[src/rtl/riscv_control_unit_if.sv]
// Control/status bundle between the RV64 multi-cycle sequencer and its datapath.
// The master modport is the sequencer side; the slave modport is the datapath side.
interface riscv_control_unit_if #(
    parameter int unsigned CNT_WIDTH = 32
);
    logic                 start;
    logic [6:0]           opcode;
    logic [2:0]           funct3;
    logic                 flag_equal;
    logic                 flag_not_equal;
    logic                 flag_less;
    logic                 flag_greater;
    logic                 flag_u_equal;
    logic                 flag_u_less;
    logic                 flag_u_greater;
    logic                 mem_ready;
    logic                 rf_write_en;
    logic                 dm_write_en;
    logic                 dm_read_en;
    logic                 alu_src;
    logic                 mem_to_reg;
    logic                 pc_src;
    logic                 finished;
    logic                 halted;
    logic [1:0]           fault;
    logic [2:0]           state;
    logic [CNT_WIDTH-1:0] retired;

    modport master (
        input  start, opcode, funct3,
        input  flag_equal, flag_not_equal, flag_less, flag_greater,
        input  flag_u_equal, flag_u_less, flag_u_greater, mem_ready,
        output rf_write_en, dm_write_en, dm_read_en, alu_src, mem_to_reg,
        output pc_src, finished, halted, fault, state, retired
    );

    modport slave (
        output start, opcode, funct3,
        output flag_equal, flag_not_equal, flag_less, flag_greater,
        output flag_u_equal, flag_u_less, flag_u_greater, mem_ready,
        input  rf_write_en, dm_write_en, dm_read_en, alu_src, mem_to_reg,
        input  pc_src, finished, halted, fault, state, retired
    );
endinterface

[src/rtl/riscv_control_unit.sv]
// Multi-cycle FETCH/DECODE/EXECUTE/MEMORY/WRITEBACK sequencer for the RV64 datapath,
// with branch resolution, SYSTEM/illegal/memory-timeout halting and a retire counter.
module riscv_control_unit #(
    parameter int unsigned CNT_WIDTH   = 32,
    parameter int unsigned MEM_TIMEOUT = 15
) (
    input logic                  clk,
    input logic                  rst_n,
    riscv_control_unit_if.master bus
);
    typedef enum logic [2:0] {
        S_IDLE      = 3'd0,
        S_FETCH     = 3'd1,
        S_DECODE    = 3'd2,
        S_EXECUTE   = 3'd3,
        S_MEMORY    = 3'd4,
        S_WRITEBACK = 3'd5,
        S_HALT      = 3'd6
    } state_e;

    typedef enum logic [2:0] {
        CLS_R, CLS_I, CLS_LOAD, CLS_STORE, CLS_BRANCH, CLS_JAL
    } class_e;

    localparam logic [6:0] OP_R      = 7'b0110011;
    localparam logic [6:0] OP_I      = 7'b0010011;
    localparam logic [6:0] OP_LOAD   = 7'b0000011;
    localparam logic [6:0] OP_STORE  = 7'b0100011;
    localparam logic [6:0] OP_BRANCH = 7'b1100011;
    localparam logic [6:0] OP_JAL    = 7'b1101111;
    localparam logic [6:0] OP_SYSTEM = 7'b1110011;

    localparam logic [1:0] FAULT_ILLEGAL = 2'b01;
    localparam logic [1:0] FAULT_MEM     = 2'b10;
    localparam logic [1:0] FAULT_SYSTEM  = 2'b11;

    localparam int unsigned       WAIT_W    = (MEM_TIMEOUT > 2) ? $clog2(MEM_TIMEOUT) : 1;
    localparam logic [WAIT_W-1:0] WAIT_LAST = WAIT_W'((MEM_TIMEOUT == 0) ? 0 : MEM_TIMEOUT - 1);

    state_e               state_q, state_d;
    class_e               cls_q, cls_d;
    logic [2:0]           f3_q, f3_d;
    logic                 alu_src_q, alu_src_d;
    logic                 mem_to_reg_q, mem_to_reg_d;
    logic [1:0]           fault_q, fault_d;
    logic [WAIT_W-1:0]    wait_q, wait_d;
    logic [CNT_WIDTH-1:0] retired_q, retired_d;
    logic                 rf_we_q, rf_we_d;
    logic                 dm_we_q, dm_we_d;
    logic                 dm_re_q, dm_re_d;
    logic                 fin_q, fin_d;
    logic                 pc_jal_q, pc_jal_d;
    logic                 halted_q, halted_d;
    logic                 taken, branch_retire, store_done, finished;

    always_comb begin
        state_d      = state_q;
        cls_d        = cls_q;
        f3_d         = f3_q;
        alu_src_d    = alu_src_q;
        mem_to_reg_d = mem_to_reg_q;
        fault_d      = fault_q;
        wait_d       = wait_q;

        taken = 1'b0;
        case (f3_q)
            3'b000:  taken = bus.flag_equal;
            3'b001:  taken = bus.flag_not_equal;
            3'b100:  taken = bus.flag_less;
            3'b101:  taken = bus.flag_greater | bus.flag_equal;
            3'b110:  taken = bus.flag_u_less;
            3'b111:  taken = bus.flag_u_greater | bus.flag_u_equal;
            default: taken = 1'b0;
        endcase

        // Branch and store retire in-state (flags / mem_ready arrive that cycle); the rest retire in WRITEBACK.
        branch_retire = (state_q == S_EXECUTE) && (cls_q == CLS_BRANCH);
        store_done    = (state_q == S_MEMORY) && (cls_q == CLS_STORE) && bus.mem_ready;
        finished      = fin_q | branch_retire | store_done;
        retired_d     = finished ? retired_q + CNT_WIDTH'(1) : retired_q;

        case (state_q)
            S_IDLE:   if (bus.start) state_d = S_FETCH;
            S_FETCH:  state_d = S_DECODE;
            S_DECODE: begin
                state_d      = S_EXECUTE;
                f3_d         = bus.funct3;
                alu_src_d    = 1'b0;
                mem_to_reg_d = 1'b0;
                case (bus.opcode)
                    OP_R:     cls_d = CLS_R;
                    OP_I:     begin cls_d = CLS_I;     alu_src_d = 1'b1; end
                    OP_LOAD:  begin cls_d = CLS_LOAD;  alu_src_d = 1'b1; mem_to_reg_d = 1'b1; end
                    OP_STORE: begin cls_d = CLS_STORE; alu_src_d = 1'b1; end
                    OP_BRANCH: begin
                        cls_d = CLS_BRANCH;
                        if (bus.funct3[2:1] == 2'b01) begin
                            state_d = S_HALT;
                            fault_d = FAULT_ILLEGAL;
                        end
                    end
                    OP_JAL:    cls_d = CLS_JAL;
                    OP_SYSTEM: begin state_d = S_HALT; fault_d = FAULT_SYSTEM; end
                    default:   begin state_d = S_HALT; fault_d = FAULT_ILLEGAL; end
                endcase
            end
            S_EXECUTE: begin
                wait_d = '0;
                case (cls_q)
                    CLS_BRANCH:          state_d = S_FETCH;
                    CLS_LOAD, CLS_STORE: state_d = S_MEMORY;
                    default:             state_d = S_WRITEBACK;
                endcase
            end
            S_MEMORY: begin
                if (bus.mem_ready) begin
                    state_d = (cls_q == CLS_LOAD) ? S_WRITEBACK : S_FETCH;
                end else if ((MEM_TIMEOUT != 0) && (wait_q == WAIT_LAST)) begin
                    state_d = S_HALT;
                    fault_d = FAULT_MEM;
                end else begin
                    wait_d = wait_q + WAIT_W'(1);
                end
            end
            S_WRITEBACK: state_d = S_FETCH;
            S_HALT:      state_d = S_HALT;
            default:     state_d = S_IDLE;
        endcase

        if (state_d == S_FETCH || state_d == S_IDLE) begin
            alu_src_d    = 1'b0;
            mem_to_reg_d = 1'b0;
        end

        // Moore strobes registered from the next state so they line up with the state they belong to.
        rf_we_d  = (state_d == S_WRITEBACK);
        fin_d    = (state_d == S_WRITEBACK);
        pc_jal_d = (state_d == S_WRITEBACK) && (cls_d == CLS_JAL);
        dm_we_d  = (state_d == S_MEMORY) && (cls_d == CLS_STORE);
        dm_re_d  = (state_d == S_MEMORY) && (cls_d == CLS_LOAD);
        halted_d = (state_d == S_HALT);
    end

    always_ff @(posedge clk or negedge rst_n) begin
        if (!rst_n) begin
            state_q      <= S_IDLE;
            cls_q        <= CLS_R;
            f3_q         <= '0;
            alu_src_q    <= 1'b0;
            mem_to_reg_q <= 1'b0;
            fault_q      <= '0;
            wait_q       <= '0;
            retired_q    <= '0;
            rf_we_q      <= 1'b0;
            dm_we_q      <= 1'b0;
            dm_re_q      <= 1'b0;
            fin_q        <= 1'b0;
            pc_jal_q     <= 1'b0;
            halted_q     <= 1'b0;
        end else begin
            state_q      <= state_d;
            cls_q        <= cls_d;
            f3_q         <= f3_d;
            alu_src_q    <= alu_src_d;
            mem_to_reg_q <= mem_to_reg_d;
            fault_q      <= fault_d;
            wait_q       <= wait_d;
            retired_q    <= retired_d;
            rf_we_q      <= rf_we_d;
            dm_we_q      <= dm_we_d;
            dm_re_q      <= dm_re_d;
            fin_q        <= fin_d;
            pc_jal_q     <= pc_jal_d;
            halted_q     <= halted_d;
        end
    end

    assign bus.rf_write_en = rf_we_q;
    assign bus.dm_write_en = dm_we_q;
    assign bus.dm_read_en  = dm_re_q;
    assign bus.alu_src     = alu_src_q;
    assign bus.mem_to_reg  = mem_to_reg_q;
    assign bus.pc_src      = branch_retire ? taken : pc_jal_q;
    assign bus.finished    = finished;
    assign bus.halted      = halted_q;
    assign bus.fault       = fault_q;
    assign bus.state       = state_q;
    assign bus.retired     = retired_q;
endmodule

[src/flat_wrapper.sv]
// flat-port wrapper written by rule: the top's interface ports become plain ports
module riscv_control_unit_flat 
#(
    parameter int unsigned CNT_WIDTH   = 32,
    parameter int unsigned MEM_TIMEOUT = 15
)
  (clk, rst_n, bus_start, bus_opcode, bus_funct3, bus_flag_equal, bus_flag_not_equal, bus_flag_less, bus_flag_greater, bus_flag_u_equal, bus_flag_u_less, bus_flag_u_greater, bus_mem_ready, bus_rf_write_en, bus_dm_write_en, bus_dm_read_en, bus_alu_src, bus_mem_to_reg, bus_pc_src, bus_finished, bus_halted, bus_fault, bus_state, bus_retired);
  riscv_control_unit_if #(.CNT_WIDTH(CNT_WIDTH)) bus_i ();
  input logic clk;
  input logic rst_n;
  input wire logic [$bits(bus_i.start)-1:0] bus_start;
  input wire logic [$bits(bus_i.opcode)-1:0] bus_opcode;
  input wire logic [$bits(bus_i.funct3)-1:0] bus_funct3;
  input wire logic [$bits(bus_i.flag_equal)-1:0] bus_flag_equal;
  input wire logic [$bits(bus_i.flag_not_equal)-1:0] bus_flag_not_equal;
  input wire logic [$bits(bus_i.flag_less)-1:0] bus_flag_less;
  input wire logic [$bits(bus_i.flag_greater)-1:0] bus_flag_greater;
  input wire logic [$bits(bus_i.flag_u_equal)-1:0] bus_flag_u_equal;
  input wire logic [$bits(bus_i.flag_u_less)-1:0] bus_flag_u_less;
  input wire logic [$bits(bus_i.flag_u_greater)-1:0] bus_flag_u_greater;
  input wire logic [$bits(bus_i.mem_ready)-1:0] bus_mem_ready;
  output wire logic [$bits(bus_i.rf_write_en)-1:0] bus_rf_write_en;
  output wire logic [$bits(bus_i.dm_write_en)-1:0] bus_dm_write_en;
  output wire logic [$bits(bus_i.dm_read_en)-1:0] bus_dm_read_en;
  output wire logic [$bits(bus_i.alu_src)-1:0] bus_alu_src;
  output wire logic [$bits(bus_i.mem_to_reg)-1:0] bus_mem_to_reg;
  output wire logic [$bits(bus_i.pc_src)-1:0] bus_pc_src;
  output wire logic [$bits(bus_i.finished)-1:0] bus_finished;
  output wire logic [$bits(bus_i.halted)-1:0] bus_halted;
  output wire logic [$bits(bus_i.fault)-1:0] bus_fault;
  output wire logic [$bits(bus_i.state)-1:0] bus_state;
  output wire logic [$bits(bus_i.retired)-1:0] bus_retired;
  assign bus_i.start = bus_start;
  assign bus_i.opcode = bus_opcode;
  assign bus_i.funct3 = bus_funct3;
  assign bus_i.flag_equal = bus_flag_equal;
  assign bus_i.flag_not_equal = bus_flag_not_equal;
  assign bus_i.flag_less = bus_flag_less;
  assign bus_i.flag_greater = bus_flag_greater;
  assign bus_i.flag_u_equal = bus_flag_u_equal;
  assign bus_i.flag_u_less = bus_flag_u_less;
  assign bus_i.flag_u_greater = bus_flag_u_greater;
  assign bus_i.mem_ready = bus_mem_ready;
  assign bus_rf_write_en = bus_i.rf_write_en;
  assign bus_dm_write_en = bus_i.dm_write_en;
  assign bus_dm_read_en = bus_i.dm_read_en;
  assign bus_alu_src = bus_i.alu_src;
  assign bus_mem_to_reg = bus_i.mem_to_reg;
  assign bus_pc_src = bus_i.pc_src;
  assign bus_finished = bus_i.finished;
  assign bus_halted = bus_i.halted;
  assign bus_fault = bus_i.fault;
  assign bus_state = bus_i.state;
  assign bus_retired = bus_i.retired;
  riscv_control_unit #(.CNT_WIDTH(CNT_WIDTH), .MEM_TIMEOUT(MEM_TIMEOUT)) u_core (.clk(clk), .rst_n(rst_n), .bus(bus_i));
endmodule
[config.mk]
export PLATFORM = sky130hd
export DESIGN_NAME = riscv_control_unit_flat
export DESIGN_NICKNAME = d
export VERILOG_FILES = /design/src/rtl/riscv_control_unit_if.sv /design/src/rtl/riscv_control_unit.sv /design/src/flat_wrapper.sv
export SDC_FILE = /design/constraint.sdc
export NUM_CORES = 1
export LEC_CHECK = 0
export ABC_CLOCK_PERIOD_IN_PS = 4100
export CAP_MARGIN = 20
export CORE_ASPECT_RATIO = 0.8
export CORE_MARGIN = 2
export CORE_UTILIZATION = 50
export CTS_CLUSTER_DIAMETER = 40
export DETAILED_ROUTE_END_ITERATION = 8
export HOLD_SLACK_MARGIN = 0.03
export PLACE_DENSITY_LB_ADDON = 0.2
export SETUP_SLACK_MARGIN = 0.3
export SLEW_MARGIN = 20
export SYNTH_ARGS = -nofsm -noshare
export SYNTH_HDL_FRONTEND = slang
export SYNTH_SLANG_ARGS = --single-unit
[constraint.sdc]
create_clock -name clk -period 4.1 [get_ports clk]
set_clock_uncertainty 0.05 [all_clocks]
set_input_delay 0.615 -clock clk [delete_from_list [all_inputs] [get_ports clk]]
set_output_delay 0.615 -clock clk [all_outputs]
set_load 0.01 [all_outputs]
==> run_results.csv, run 1 <==
group,metric,value,unit
final_layout,seqCellArea,1351,sq um
synthesis,yosys-top-cells-area,"dfrtp_1 50%, xor2_1 5.8%, xnor2_1 5.2%",
timing,setup_viol,0,
pwr,seq_power_share,42.9,%
synthesis,synth_commonest_cells,"54 x dfrtp_1, 28 x nand2_1, 21 x nor2_1",
setup_path,cpMostUsedCell,"clkdlybuf4s50_1",
setup_path,cp-startpoint,"bus_mem_ready",
detailed_routing,drc,0,
synthesis,synthSimpleGateAreaFrac,22.69,%
timing,finalMaxSlewViolations,0,
detailed_routing,dr_total_vias,2259,
pwr,peakVddDrop,0.4055,mV
worst_hold_path,min_path_type,"in -> async",
detailed_routing,wirelength,6.210,mm
setup_path,r2r_end,"u_core.bus.retired[24]",
synthesis,yosys.area_share.xor_xnor,11.00,%
clocking,clk_pin_slew,0.09,ns
setup_path,crit_family,"buffers and inverters",
synthesis,yosys_warnings,0,
global_routing,globalRouteOverflowTotal,0,
pwr,leakage,1.552,nW
final_layout,largest_reg_flops,32,
final_layout,utilization,69.17,%
timing,timing.final.crit_share,81.34,%
synthesis,yosysMostFrequentCell,"dfrtp_1",
pwr,power,1.753,mW
detailed_routing,wire_per_inst,15.49,um
detailed_routing,firstDrtPassIters,4,
setup_path,worstSetupEndpointType,"output port",
final_layout,multi_input_area,1262,sq um
synthesis,synth.largest_area_cell,"dfrtp_1",
detailed_routing,drt_iter0_drc,127,
setup_path,slowest_delay,0.55,ns
synthesis,yosysSeqAreaShare,49.91,%
global_routing,grt.total_usage,21.44,%
clocking,clk_path_buf_depth,2,
synthesis,muxShareOfSynthArea,1.617,%
setup_path,endpoint,"bus_finished",
synthesis,dominantRegCellSynth,"dfrtp_1",
pwr,intPower,1.170,mW
clocking,cts-resized-gates,0,
setup_path,cp_data_arrival_time,2.67,ns
synthesis,netlist_area,2708,sq um
clocking,cts_buffers,5,
synthesis,synth_seq_cells,54,
final_layout,stdcell_count,401,
synthesis,ys_types,43,
detailed_routing,final_antenna_net_count,0,
clocking,htreeDepth,2,
synthesis,synth_top_family_by_area,"simple AND/OR/NAND/NOR gates",
final_layout,diodes,0,
synthesis,synth_top_area_share,49.91,%
timing,rsz0062_at_grt,"false",
global_routing,grt_max_degree,55,
global_routing,grt_pass1_wl,10.24,mm
synthesis,synthAdderAreaFrac,1.386,%
die,dieArea,6024,sq um
synthesis,synth_compound_area_share,9.935,%
global_routing,antenna_found_initial,0,
setup_path,r2r_start,"u_core.bus.state[1]",
setup_path,rr_worst_depth,5,
final_layout,area_delta_synth_final,30.87,%
run_status,status,"complete, no violations",
placed_design,dp_hpwl,4.600,mm
timing,slew_headroom,32.50,%
setup_path,path_buf_inv,2,
synthesis,netlist_instances,272,
setup_path,path_max_fanout,9,
setup_path,critical_path_class,"in -> out",
clocking,hold_buffers,0,
clocking,tritoncts,"done",
placed_design,place_inst,393,
pwr,pwr-share-clk,24.7,%
clocking,cts-root-buf,"clkbuf_8",
timing,hold_viol,0,
synthesis,synth_edf_count,0,
synthesis,synth.avg_cell_area,9.954,sq um
placed_design,finalWeightedCongestion,0.7970,
pwr,power.density,494.8,nW/um^2
setup_path,ff2ff_setup_slack,1.63,ns
final_layout,drive_gt1_share,6.785,%
clocking,clock_sinks,54,
setup_path,startpoint_type,"primary input",
timing,min_period,3.335,ns
die,start_util,52.86,%
pwr,switching_share,33.27,%
placed_design,io_buffers,65,
detailed_routing,routed_via_density,5.633,
setup_path,cp.required,3.43,ns
die,dieHeight,69.82,um
timing,fin_setup_tns,0,ns
setup_path,slowest_stage,"clkdlybuf4s50_1",
die,coreArea,5122,sq um
run,max_cap_violations,0,
die,io_pins,66,
die,dieWidth,86.28,um
pwr,p_comb_share,32.4,%
synthesis,synthArstFlopShare,100.0,%
clocking,clk_latency,0.30,ns
timing,hold_ws,0.3651,ns
pwr,power_switching,0.5833,mW
synthesis,syn_nets,296,
final_layout,finalNetCount,362,
final_layout,fillCellCount,431,
global_routing,grt_pass1_vias,2109,
die,rows,23,
clocking,post_cts_buffers,0,
timing,fmax,299.8,MHz
setup_path,crit_chain,"clkdlybuf4s50_1 > and4bb_2 > a32o_1 > or2_2 > clkdlybuf4s50_1",
setup_path,cp_num_cells,5,
timing,tightest_slew,1.008,ns
[metrics by stage]
| stage | worst slack, ns | area [sq um] |
|---|---|---|
| 6_report | 0.7649 | 3543 |
| 3_3_place_gp | 0.8020 | 3401 |
| 4_1_cts | 0.7769 | 3543 |
| 3_5_place_dp | 0.7899 | 3401 |
| 5_1_grt | 0.6754 | 3543 |
| 2_1_floorplan | 1.705 | 2708 |
[worst register-to-register path, cell delays in order (launching register included)]
cell and delay (ns):
dfrtp_1 0.51, and4bb_2 0.31, a32o_1 0.30, o211ai_1 0.81
nor3_1 0.19, xor2_1 0.19
[metal layers]
| layer | vias to the layer above | share of wire, % | GRT usage (%) | wire [um] |
|---|---|---|---|---|
| li1 | 1085 | - | - | - |
| met1 | 1091 | 48 | 32.54 | 3005 |
| met2 | 72 | 45 | 31.35 | 2795 |
| met3 | 11 | 5.5 | 4.524 | 344 |
| met4 | 0 | 1.0 | 5.208 | 65 |
| met5 | - | 0 | 0 | 0 |
[power by group through the flow]
stage          Combinational, mW  Sequential [mW]  Clock [mW]
2_1_floorplan              0.332            0.749           0
3_3_place_gp               0.548            0.757           0
3_5_place_dp               0.563            0.759           0
4_1_cts                    0.568            0.750       0.439
5_1_grt                    0.626            0.767       0.461
6_report                   0.568            0.752       0.433
[layout by cell type, fill, tap and decap left out, types with 3 or more instances in the layout]
master	count
clkdlybuf4s50_1	64
dfrtp_1	54
nand2_1	28
nor2_1	21
nor3_1	18
xor2_1	18
xnor2_1	16
a21oi_1	14
inv_1	13
o21ai_0	11
nand3_1	8
nand4_1	8
clkbuf_8	6
nor3b_1	5
or2_2	5
nor4_1	5
o31a_1	4
nand2b_1	4
nor2b_1	3
and3_1	3
ha_1	3
[area by class of cell]
cell class                 count  area share [%]
tap                           62           2.189
inverter                      13           1.377
clock inverter                 2           1.695
sequential                    54           38.14
clock buffer                   6           2.331
multi-input combinational    197           35.63
timing repair buffer          67           18.64
[logic make-up (layout without fill, tap and decap cells)]
family / after synthesis / in the layout
AND/OR/NAND/NOR: 116 / 116
XOR/XNOR: 34 / 34
flip-flops: 54 / 54
AO/OA/AOI/OAI: 41 / 41
multiplexers: 3 / 3
buffers and inverters: 21 / 88
adder cells (fa/ha/maj): 3 / 3
[worst min path at each step]
| stage | startpoint | end |
|---|---|---|
| floorplan | rst_n | u_core.bus.alu_src |
| CTS | rst_n | u_core.bus.fault[0] |
| global placement | u_core.bus.retired[31] | u_core.bus.retired[31] |
| global route | rst_n | u_core.bus.fault[0] |
| detailed placement | u_core.bus.retired[31] | u_core.bus.retired[31] |
| finish | rst_n | u_core.bus.fault[0] |
Power figures use the tool's default switching activity.
==> run 2: changes to the inputs <==
--- a/config.mk
+++ b/config.mk
@@ -5,11 +5,11 @@
 export SDC_FILE = /design/constraint.sdc
 export NUM_CORES = 1
 export LEC_CHECK = 0
-export ABC_CLOCK_PERIOD_IN_PS = 4100
+export ABC_CLOCK_PERIOD_IN_PS = 3450
 export CAP_MARGIN = 20
 export CORE_ASPECT_RATIO = 0.8
 export CORE_MARGIN = 2
-export CORE_UTILIZATION = 50
+export CORE_UTILIZATION = 49
 export CTS_CLUSTER_DIAMETER = 40
 export DETAILED_ROUTE_END_ITERATION = 8
 export HOLD_SLACK_MARGIN = 0.03
==> constraint.sdc (replaced) <==
create_clock -name clk -period 3.45 [get_ports clk]
set_clock_uncertainty 0.05 [all_clocks]
set_input_delay 0.5175 -clock clk [delete_from_list [all_inputs] [get_ports clk]]
set_output_delay 0.5175 -clock clk [all_outputs]
set_load 0.01 [all_outputs]
==> run 2 against run 1 <==
Compared with the run above:
- first-iteration DRC count shrank 31%
- utilization shrank 4.0 points
- worst setup slack lost 0.38 ns
- highest routed layer unchanged
- clock-buffer cell count is the same
==> run_results.csv, run 2 (synthesis results as in run 1) <==
group,metric,value,unit
pwr,pwr-share-clk,19.1,%
timing,tightest_slew,0.9038,ns
run_status,status,"complete, no violations",
clocking,cts_buffers,5,
placed_design,finalWeightedCongestion,0.8198,
timing,timing.final.crit_share,88.76,%
die,start_util,50.09,%
global_routing,grt_use_met2,28.84,%
worst_hold_path,min_path_type,"in -> async",
detailed_routing,drc,0,
run,max_cap_violations,0,
setup_path,worstSetupEndpointType,"output port",
timing,fin_ws,0.3878,ns
global_routing,met3_usage,4.846,%
detailed_routing,wire_per_inst,14.48,um
timing,rsz0062_at_grt,"false",
detailed_routing,final_antenna_net_count,0,
clocking,clk_pin_slew,0.10,ns
final_layout,finalNetCount,365,
clocking,hold_buffers,0,
placed_design,preCtsSetupSlack,0.3887,ns
die,rows,24,
setup_path,cp_data_arrival_time,2.49,ns
clocking,htreeDepth,2,
setup_path,path_buf_inv,2,
setup_path,crit_chain,"clkdlybuf4s50_1 > or2_2 > mux4_2 > mux2i_1 > a31oi_1 > clkdlybuf4s50_1",
clocking,clock_sinks,54,
timing,min_period,3.062,ns
clocking,cts-resized-gates,0,
detailed_routing,routed_via_density,5.354,
placed_design,io_buffers,65,
die,dieArea,6140,sq um
clocking,cts-root-buf,"clkbuf_8",
final_layout,stdcell_area,3522,sq um
detailed_routing,wirelength,5.894,mm
setup_path,crit_family,"buffers and inverters",
final_layout,largest_reg_flops,32,
timing,fmax,326.6,MHz
timing,fin_setup_tns,0,ns
global_routing,grt_pass1_vias,2095,
global_routing,grt_max_degree,42,
pwr,seq_power_share,46.0,%
global_routing,grt.total_usage,20.68,%
global_routing,gr-usage-met1,31.86,%
pwr,power_switching,0.6868,mW
setup_path,cp.required,2.88,ns
setup_path,startpoint_type,"primary input",
detailed_routing,drt_iter0_drc,87,
global_routing,antenna_found_initial,0,
timing,hold_viol,0,
setup_path,critical_path_class,"in -> out",
detailed_routing,dr_total_vias,2179,
clocking,post_cts_buffers,0,
pwr,switching_share,35.59,%
final_layout,diodes,0,
pwr,power.density,547.9,nW/um^2
die,dieHeight,70.49,um
pwr,leakage,1.542,nW
timing,finalMaxSlewViolations,0,
final_layout,utilization,65.16,%
die,coreArea,5405,sq um
final_layout,drive_gt1_share,7.602,%
setup_path,path_max_fanout,2,
clocking,clk_latency,0.31,ns
final_layout,final_common_cell,"clkdlybuf4s50_1",
clocking,clk_path_buf_depth,2,
timing,setup_viol,0,
global_routing,grt_most_used_layer,"met1",
placed_design,post_dp_cell_area,3427,sq um
global_routing,grt_pass1_wl,9.873,mm
global_routing,globalRouteOverflowTotal,0,
placed_design,dp_hpwl,4.436,mm
final_layout,final_cell_mix,"64 x clkdlybuf4s50_1, 54 x dfrtp_1, 28 x nand2_1",
die,dieWidth,87.11,um
clocking,tritoncts,"done",
final_layout,area_delta_synth_final,30.08,%
setup_path,cpMostUsedCell,"clkdlybuf4s50_1",
pwr,p_comb_share,34.9,%
detailed_routing,firstDrtPassIters,4,
pwr,intPower,1.243,mW
pwr,peakVddDrop,0.4232,mV
timing,slew_headroom,39.75,%
setup_path,slowest_stage,"clkdlybuf4s50_1",
setup_path,slowest_delay,0.50,ns
die,io_pins,66,
[run 2: cell types whose count changed in the layout (fill, tap and decap cells not counted), sizes merged]
cell      before  now
clkinv         0    1
clkinvlp       0    1
buf            3    6
bufinv         2    0
[run 2: power groups by stage]
stage	combinational [mW]	sequential (mW)	clock, mW
4_1_cts	0.676	0.886	0.378
2_1_floorplan	0.394	0.890	0
3_3_place_gp	0.659	0.892	0
6_report	0.674	0.887	0.369
3_5_place_dp	0.672	0.899	0
5_1_grt	0.743	0.910	0.406
[run 2: area by class of cell]
class | count | area (sq um)
multi-input combinational | 197 | 1262
clock buffer | 6 | 82.58
sequential | 54 | 1351
tap | 65 | 81.33
timing repair buffer | 70 | 683.2
inverter | 13 | 48.80
clock inverter | 2 | 12.51
fill | 426 | 1883
[run 2: routing by layer]
layer,vias up,part of all wire (%)
li1,1088,-
met1,1036,52
met2,51,42
met3,4,4.4
met4,0,0.80
met5,-,0
[run 2: final timing paths]
check / startpoint / end / slack [ns] / cells past startpoint
max in group asynchronous: rst_n / u_core.bus.retired[28] / 2.40 / 2
min reg2reg: u_core.bus.retired[31] / u_core.bus.retired[31] / 0.43 / 1
max reg2reg: u_core.bus.state[1] / u_core.bus.dm_write_en / 1.14 / 5
max: bus_flag_equal / bus_pc_src / 0.39 / 6
min in group clk: u_core.bus.retired[31] / u_core.bus.retired[31] / 0.43 / 1
min: rst_n / u_core.f3_q[0] / 0.28 / 1
[run 2: worst reg2reg max path, stage by stage, from the launching register on]
cell and delay [ns]:
dfrtp_1 0.51, or3b_1 0.55, or3_4 0.45, a22o_4 0.28, nand2b_1 0.15, nor4b_2 0.21
[run 2: through the flow]
stage                     total power [mW]  std cells  hold slack [ns]
after detailed placement             1.571        399           0.4182
after global routing                 2.058        407           0.3471
final                                1.930        407           0.2810
after CTS                            1.940        407           0.3170
after floorplan                      1.285        272           0.1719
after global placement               1.552        399           0.4080
==> run 3: changes to the inputs <==
--- a/config.mk
+++ b/config.mk
@@ -19,3 +19,4 @@
 export SYNTH_ARGS = -nofsm -noshare
 export SYNTH_HDL_FRONTEND = slang
 export SYNTH_SLANG_ARGS = --single-unit
+export TNS_END_PERCENT = 50
==> results of run 3 <==
The final DEF is identical to that of run 2; final timing and power are the same.
